<file path="config.mk">
export PLATFORM = sky130hd
export DESIGN_NAME = reaction_controller_flat
export DESIGN_NICKNAME = d
export VERILOG_FILES = /design/src/rtl/reaction_controller_if.sv /design/src/rtl/reaction_controller.sv /design/src/flat_wrapper.sv
export SDC_FILE = /design/constraint.sdc
export NUM_CORES = 1
export LEC_CHECK = 0
export ABC_CLOCK_PERIOD_IN_PS = 7000
export CORE_ASPECT_RATIO = 0.5
export CORE_UTILIZATION = 30
export CTS_CLUSTER_SIZE = 10
export DETAILED_ROUTE_END_ITERATION = 16
export SLEW_MARGIN = 10
export SYNTH_ARGS = -nofsm -noshare
export SYNTH_HDL_FRONTEND = slang
export SYNTH_SLANG_ARGS = --single-unit
</file>
<file path="constraint.sdc">
create_clock -name clk -period 7 [get_ports clk]
set_clock_uncertainty 0.15 [all_clocks]
set_input_delay 1.05 -clock clk [delete_from_list [all_inputs] [get_ports clk]]
set_output_delay 1.05 -clock clk [all_outputs]
set_load 0.03 [all_outputs]
</file>
<file path="src/rtl/reaction_controller_if.sv">
// reaction_controller_if
//   Bundles the reaction-timer pins so the controller and its environment
//   connect through one port.
//   master : environment side (drives tick/start/stop/count, observes outputs)
//   slave  : controller side
//   Signals:
//     tick         1  one-clock-wide 1 kHz timebase pulse
//     start        1  synchronized start button level
//     stop         1  synchronized reaction button level
//     count        13 current value of the downstream up counter
//     count_enable 1  increment enable to the counter
//     count_reset  1  active-high clear to the counter
//     led          1  "react now" lamp
//     result       13 latched reaction time in ms
//     valid        1  result holds a completed round
//     false_start  1  stop pressed before the lamp lit
//     best         13 smallest valid result since reset
interface reaction_controller_if;
  logic        tick;
  logic        start;
  logic        stop;
  logic [12:0] count;
  logic        count_enable;
  logic        count_reset;
  logic        led;
  logic [12:0] result;
  logic        valid;
  logic        false_start;
  logic [12:0] best;

  modport master (
    output tick, start, stop, count,
    input  count_enable, count_reset, led, result, valid, false_start, best
  );

  modport slave (
    input  tick, start, stop, count,
    output count_enable, count_reset, led, result, valid, false_start, best
  );
endinterface

</file>
<file path="src/rtl/reaction_controller.sv">
// reaction_controller
//   Reaction-time game sequencer. A start press arms a pseudo-random wait of
//   MIN_DELAY plus 0..2^RAND_BITS-1 ms; when it expires the lamp lights and an
//   external 13-bit counter measures the reaction in ms until stop is
//   pressed. Pressing stop during the wait is a false start. The fastest
//   completed round since reset is tracked in best.
//   Parameters:
//     MIN_DELAY  minimum armed wait in ticks (ms)
//     RAND_BITS  width of the random extra wait
//   Ports:
//     clk    system clock, rising edge
//     rst_n  asynchronous active-low reset
//     bus    reaction_controller_if.slave (see interface header)
//
//   state  | meaning
//   -------+-----------------------------------------------------------
//   S_IDLE | after reset, counter cleared, waiting for first start press
//   S_WAIT | armed, counting the random delay down on each tick
//   S_GO   | lamp lit, external counter measuring the reaction
//   S_DONE | round complete, result valid, counter frozen
//   S_FOUL | stop pressed during the wait, counter cleared
module reaction_controller #(
  parameter int MIN_DELAY = 1000,
  parameter int RAND_BITS = 11
) (
  input  logic                  clk,
  input  logic                  rst_n,
  reaction_controller_if.slave  bus
);

  localparam int          DELAY_W   = $clog2(MIN_DELAY + (1 << RAND_BITS) + 1);
  localparam logic [12:0] COUNT_MAX = 13'h1FFF;
  localparam logic [15:0] LFSR_SEED = 16'hACE1;

  typedef enum logic [2:0] {
    S_IDLE,
    S_WAIT,
    S_GO,
    S_DONE,
    S_FOUL
  } state_t;

  state_t               state;
  state_t               state_next;
  logic                 start_q;
  logic                 stop_q;
  logic                 start_rise;
  logic                 stop_rise;
  logic [15:0]          lfsr;
  logic [DELAY_W-1:0]   delay;
  logic [DELAY_W-1:0]   delay_load;
  logic [12:0]          result_r;
  logic [12:0]          best_r;
  logic                 load_delay;
  logic                 dec_delay;
  logic                 capture;
  logic                 count_enable;

  assign start_rise = bus.start & ~start_q;
  assign stop_rise  = bus.stop  & ~stop_q;
  assign delay_load = DELAY_W'(MIN_DELAY) + DELAY_W'(lfsr[RAND_BITS-1:0]);

  always_ff @(posedge clk or negedge rst_n) begin
    if (!rst_n) begin
      start_q <= 1'b0;
      stop_q  <= 1'b0;
    end else begin
      start_q <= bus.start;
      stop_q  <= bus.stop;
    end
  end

  // Fibonacci LFSR x^16+x^14+x^13+x^11+1; maximal length, so a non-zero
  // seed never reaches the all-zero lock-up state.
  always_ff @(posedge clk or negedge rst_n) begin
    if (!rst_n) begin
      lfsr <= LFSR_SEED;
    end else begin
      lfsr <= {lfsr[14:0], lfsr[15] ^ lfsr[13] ^ lfsr[12] ^ lfsr[10]};
    end
  end

  always_ff @(posedge clk or negedge rst_n) begin
    if (!rst_n) begin
      state <= S_IDLE;
    end else begin
      state <= state_next;
    end
  end

  always_comb begin
    state_next   = state;
    load_delay   = 1'b0;
    dec_delay    = 1'b0;
    capture      = 1'b0;
    count_enable = 1'b0;
    unique case (state)
      S_IDLE, S_DONE, S_FOUL: begin
        if (start_rise) begin
          state_next = S_WAIT;
          load_delay = 1'b1;
        end
      end
      S_WAIT: begin
        // A stop edge wins over a tick that would end the wait.
        if (stop_rise) begin
          state_next = S_FOUL;
        end else if (bus.tick) begin
          if (delay <= DELAY_W'(1)) begin
            state_next = S_GO;
          end else begin
            dec_delay = 1'b1;
          end
        end
      end
      S_GO: begin
        // Capture uses the count before any increment this cycle, and the
        // counter is not advanced past its maximum.
        if (stop_rise) begin
          state_next = S_DONE;
          capture    = 1'b1;
        end else if (bus.tick) begin
          if (bus.count == COUNT_MAX) begin
            state_next = S_DONE;
            capture    = 1'b1;
          end else begin
            count_enable = 1'b1;
          end
        end
      end
      default: begin
        state_next = S_IDLE;
      end
    endcase
  end

  always_ff @(posedge clk or negedge rst_n) begin
    if (!rst_n) begin
      delay <= '0;
    end else if (load_delay) begin
      delay <= delay_load;
    end else if (dec_delay) begin
      delay <= delay - DELAY_W'(1);
    end
  end

  // best is updated from the same count value that goes into result.
  always_ff @(posedge clk or negedge rst_n) begin
    if (!rst_n) begin
      result_r <= '0;
      best_r   <= COUNT_MAX;
    end else if (capture) begin
      result_r <= bus.count;
      if (bus.count < best_r) begin
        best_r <= bus.count;
      end
    end
  end

  assign bus.count_enable = count_enable;
  assign bus.count_reset  = (state == S_IDLE) || (state == S_WAIT) || (state == S_FOUL);
  assign bus.led          = (state == S_GO);
  assign bus.valid        = (state == S_DONE);
  assign bus.false_start  = (state == S_FOUL);
  assign bus.result       = result_r;
  assign bus.best         = best_r;

endmodule

</file>
<file path="src/flat_wrapper.sv">
// flat-port wrapper written by rule: the top's interface ports become plain ports
module reaction_controller_flat 
#(
  parameter int MIN_DELAY = 1000,
  parameter int RAND_BITS = 11
)
  (clk, rst_n, bus_tick, bus_start, bus_stop, bus_count, bus_count_enable, bus_count_reset, bus_led, bus_result, bus_valid, bus_false_start, bus_best);
  reaction_controller_if bus_i ();
  input  logic clk;
  input  logic rst_n;
  input wire logic [$bits(bus_i.tick)-1:0] bus_tick;
  input wire logic [$bits(bus_i.start)-1:0] bus_start;
  input wire logic [$bits(bus_i.stop)-1:0] bus_stop;
  input wire logic [$bits(bus_i.count)-1:0] bus_count;
  output wire logic [$bits(bus_i.count_enable)-1:0] bus_count_enable;
  output wire logic [$bits(bus_i.count_reset)-1:0] bus_count_reset;
  output wire logic [$bits(bus_i.led)-1:0] bus_led;
  output wire logic [$bits(bus_i.result)-1:0] bus_result;
  output wire logic [$bits(bus_i.valid)-1:0] bus_valid;
  output wire logic [$bits(bus_i.false_start)-1:0] bus_false_start;
  output wire logic [$bits(bus_i.best)-1:0] bus_best;
  assign bus_i.tick = bus_tick;
  assign bus_i.start = bus_start;
  assign bus_i.stop = bus_stop;
  assign bus_i.count = bus_count;
  assign bus_count_enable = bus_i.count_enable;
  assign bus_count_reset = bus_i.count_reset;
  assign bus_led = bus_i.led;
  assign bus_result = bus_i.result;
  assign bus_valid = bus_i.valid;
  assign bus_false_start = bus_i.false_start;
  assign bus_best = bus_i.best;
  reaction_controller #(.MIN_DELAY(MIN_DELAY), .RAND_BITS(RAND_BITS)) u_core (.clk(clk), .rst_n(rst_n), .bus(bus_i));
endmodule
</file>
# Word level (Yosys, flattened, before mapping)
# Cells that the tools add are included.
# totals
register_bits	59
latchBits	0
mem_bits_rw	0
rom_bits	0
in_bits	18
output_inout_bits	31
n_memories	0
# classes
n_addsub	2
multipliers	0
n_div	0
order_cmp	2
eq_ne	10
shift	0
muxes	24
n_bitwise	7
reduce_logical	7
# op_table
cell	n
$mux 12	2
$mux 3	7
$mux 1	14
$eq 13x13->1 const B	1
$lt 13x13->1	1
$add 10x11->12 const A	1
$le 12x1->1 const B	1
$sub 12x1->12 const B	1
$pmux 3 s3	1
$eq 3x2->1 const B	2
$ne 3x1->1 const B	2
$ne 3x2->1 const B	2
$reduce_and 5->1	1
$eq 3x1->1 const B	1
$eq 3x3->1 const B	1
$logic_not 3->1	1
$reduce_or 3->1	1
$xor 1x1->1	3
$and 1x1->1	2
$logic_or 1x1->1	2
$ne 2x1->1 const B	1
$not 1->1	2
$reduce_and 2->1	1
$reduce_bool 2->1	1

# Depth between registers and ports, before layout
# depth
ltp_word	7
mapped_depth	8

# Least setup slack after synthesis
# Ideal clock, no wire load.
# synth_path
kind	in2out
start	input port bus_count[2]
end	output port bus_count_enable
t_arrival_ps	1775
slack_ps	4025
cell_stages	4
path_buffers	0
cell_sequence	nand4_1 > nor4_1 > nor2_1 > and2_1
# synth_via
elab_chain_cells	5
# synth_lines
element	line_no	rtl
from (decl)	flat_wrapper.sv:14	input wire logic [$bits(bus_i.count)-1:0] bus_count;
$eq 13x13->1	reaction_controller.sv:123	if (bus.count == COUNT_MAX) begin
$mux 1	reaction_controller.sv:123	
$mux 1	reaction_controller.sv:122	end else if (bus.tick) begin
$mux 1	reaction_controller.sv:119	if (stop_rise) begin
$mux 1	reaction_controller.sv:97	unique case (state)
to (decl)	flat_wrapper.sv:15	output wire logic [$bits(bus_i.count_enable)-1:0] bus_count_enable;
# Every way passes these cells.

# Worst setup path after layout
# layout_path
start	input port bus_count[6]
end	output port bus_count_enable
# Same word-level chain as after synthesis.

==> impl_metrics.env <==
export IMPL_place_inst=433
export IMPL_timing_slew_headroom_pct=38.8
export IMPL_syn_avg_cell_area_um2=11.7
export IMPL_vias=2082
export IMPL_slew_viol_final=0
export IMPL_rows=25
export IMPL_clockBufferDepth=2
export IMPL_wl_per_cell_um=13.6
export IMPL_cp_arrival_ns=3.03
export IMPL_grt_start_max_net_pins=60
export IMPL_drtPass1Iterations=5
export IMPL_crit_fanout=4
export IMPL_crit_buf_inv=2
export IMPL_die_h_um=72.8
export IMPL_cp_start_kind="primary input"
export IMPL_antenna_cells=0
export IMPL_pin_count=49
export IMPL_synth_largest_area_cell="dfrtp_1"
export IMPL_grt_usage_pct=13.2
export IMPL_finalWorstPathRequiredPeriod_ns=4.23
export IMPL_ys_async_sr_fraction_pct=100
export IMPL_area_growth_pct=28.7
export IMPL_ys_flop_type="dfrtp_1"
export IMPL_min_path_type="reg2reg"
export IMPL_place_hpwl_mm=4.37
export IMPL_clkLatencyLatePin_ns=0.32
export IMPL_final_hold_viol_count=0
export IMPL_p_per_area_nw_per_um2=282
export IMPL_seq_area_um2=1500
export IMPL_nets=342
export IMPL_die_w_um=144
export IMPL_final_layout_size_suffix_gt1_share_pct=23.2
export IMPL_syn_cell_area_um2=3010
export IMPL_initial_core_util_pct=31.3
export IMPL_leakage_nw=1.59
export IMPL_yosysSeqAreaShare_pct=50.0
export IMPL_yosysWarnings=0
export IMPL_clkTransAtPathRegs_ns=0.05
export IMPL_maxCapViolCount=0
export IMPL_first_iter_violations=75
export IMPL_cts_root_buf="clkbuf_16"
export IMPL_coreArea_um2=9600
export IMPL_fin_tns_setup_ns=0
export IMPL_portBuffers=48
export IMPL_n_fill_cell=935
export IMPL_die_area_um2=10500
export IMPL_drtAntennaViolNets=0
export IMPL_critical_path_class="in2out"
export IMPL_synth_edf_count=0
export IMPL_synth_nets=291
export IMPL_synth_seq_cells=59
export IMPL_overflow=0
export IMPL_rsz0062_at_grt="false"
export IMPL_cp_end_kind="output port"
export IMPL_synthCells=258
export IMPL_cpMaxStageDelayCell="clkdlybuf4s50_1"
export IMPL_synth_top_area_share_pct=31.6
export IMPL_grt_pass1_vias=2144
export IMPL_ir_drop_uv=100
export IMPL_antenna_found_initial=0
export IMPL_wl_mm=6.09
export IMPL_post_cts_setup_buffers=0
export IMPL_final_util_pct=40.3
export IMPL_htreeDepth=3
export IMPL_fin_crit_sh_pct=60.5
export IMPL_vias_per_cell=4.64
export IMPL_path_cells="clkdlybuf4s50_1, nand4_1, nor4_1, nor2_1, and2_1, clkdlybuf4s50_1"
export IMPL_worstMarginPinSlew_ns=0.916
export IMPL_multi_input_area_um2=1390
export IMPL_critPathTopFamily="buffers and inverters"
export IMPL_grt_pass1_wl_mm=10.6
export IMPL_status="complete, no violations"
export IMPL_postCtsResizedCells=0
export IMPL_synthTopCellsByArea="dfrtp_1 32%, dfstp_2 18%, ha_1 6.2%, mux2_2 6.0%, mux2_4 5.0%"
export IMPL_cts_tree="yes"
export IMPL_cp_common_cell="clkdlybuf4s50_1"
export IMPL_gp_congestion=0.774
export IMPL_cts_buffers=9
export IMPL_final_instance_count_excl_fill=449
export IMPL_critical_path_max_stage_delay_ns=0.58
export IMPL_ctsHoldBuffers=0
export IMPL_finalSetupViolations=0
export IMPL_cts_sinks=59
export IMPL_worstPathRequired_ns=5.80
export IMPL_drc=0
export IMPL_fmax_mhz=236
export IMPL_ys_types=45
[cells by family (layout without fill, tap and decap cells)]
kind of cell / after synthesis / after routing / synth area share (%)
compound gates: 35 / 35 / 7.36
xor+xnor: 21 / 21 / 6.11
fa+ha+maj: 15 / 15 / 6.24
buf+inv: 27 / 83 / 3.91
flops: 59 / 59 / 50.0
mux: 27 / 27 / 11.3
simple gates: 74 / 74 / 15.1
[synthesized netlist by cell type, types with 2 or more instances]
library cell	n
buf_2	7
mux2_4	10
or3_1	2
dfstp_2	21
a21o_1	2
xnor2_1	6
xor2_1	15
nand2b_1	6
inv_1	18
a2111oi_0	2
dfrtp_1	38
nor4_1	4
mux2_2	16
a21oi_1	19
o21ai_0	3
nor3b_1	2
o221ai_1	2
nor3_1	7
nand4_1	10
ha_1	15
nand3_1	6
nor2b_1	3
nand2_1	6
nor2_1	17
[registers in the layout (all words and copies together), names as in the netlist]
| name | count |
|---|---|
| u_core.state | 3 |
| u_core.bus.result | 13 |
| u_core.start_q | 1 |
| u_core.delay | 12 |
| u_core.lfsr | 16 |
| u_core.bus.best | 13 |
| u_core.stop_q | 1 |
[final cells by class]
class                      count  share of cell area (%)
clock buffer                  10                    5.91
multi-input combinational    172                    35.8
sequential                    59                    38.8
tap                          135                    4.36
inverter                      18                    1.75
timing repair buffer          49                    12.5
clock inverter                 6                   0.840
[power breakdown]
group / switching, mW / total (mW) / internal (mW)
Combinational: 0.144 / 0.263 / 0.119
Clock: 0.146 / 0.381 / 0.235
Sequential: 0.0562 / 0.448 / 0.392
Total: 0.345 / 1.09 / 0.746
[per-stage QoR]
| step | hold slack (ns) | instance area (um^2) | worst slack, ns | power (mW) |
|---|---|---|---|---|
| 2_1_floorplan | 0.183 | 3010 | 4.02 | 0.625 |
| 3_3_place_gp | 0.189 | 3610 | 2.80 | 0.708 |
| 3_5_place_dp | 0.196 | 3610 | 2.77 | 0.716 |
| 4_1_cts | 0.222 | 3870 | 2.76 | 1.11 |
| 5_1_grt | 0.229 | 3870 | 2.67 | 1.16 |
| 6_report | 0.211 | 3870 | 2.77 | 1.09 |
[worst register-to-register path, delay by kind of cell, from the launching register on]
kind            cells  cell delay (ns)
compound gates      3             0.74
flops               1             0.53
fa+ha+maj           1             0.30
simple gates        1             0.29
mux                 1             0.38
buf+inv             1             0.05
[worst paths after layout]
check | start | endpoint | slack (ns) | cells after the start
max | bus_count[6] | bus_count_enable | 2.77 | 6
min | u_core.lfsr[14] | u_core.lfsr[15] | 0.21 | 0
max reg2reg | u_core.bus.best[8] | u_core.bus.best[12] | 4.49 | 7
min reg2reg | u_core.lfsr[14] | u_core.lfsr[15] | 0.21 | 0
max in group asynchronous | rst_n | u_core.lfsr[12] | 5.50 | 2
min in group asynchronous | rst_n | u_core.bus.result[11] | 0.73 | 2
[placed cells by master, fill, tap and decap left out, types with 4 or more instances in the layout]
cell and n:
dfrtp_1 38, nand3_1 6, clkbuf_16 9, a21oi_1 19, inv_1 18, mux2_4 10
xor2_1 15, nor2_1 17, nand4_1 10, mux2_2 16, ha_1 15, dfstp_2 21
xnor2_1 6, nand2b_1 6, nand2_1 6, nor3_1 7, clkdlybuf4s50_1 47, clkinv_2 5
nor4_1 4
[metal layers]
metal  vias to the layer above  wire (um)  global-route usage (%)
li1                       1018          -                       -
met1                      1005       2820                    16.6
met2                        51       2920                    21.7
met3                         8        267                    3.41
met4                         0         83                    5.56
met5                         -          0                       0
No activity file was read; power rests on OpenSTA's default activity.
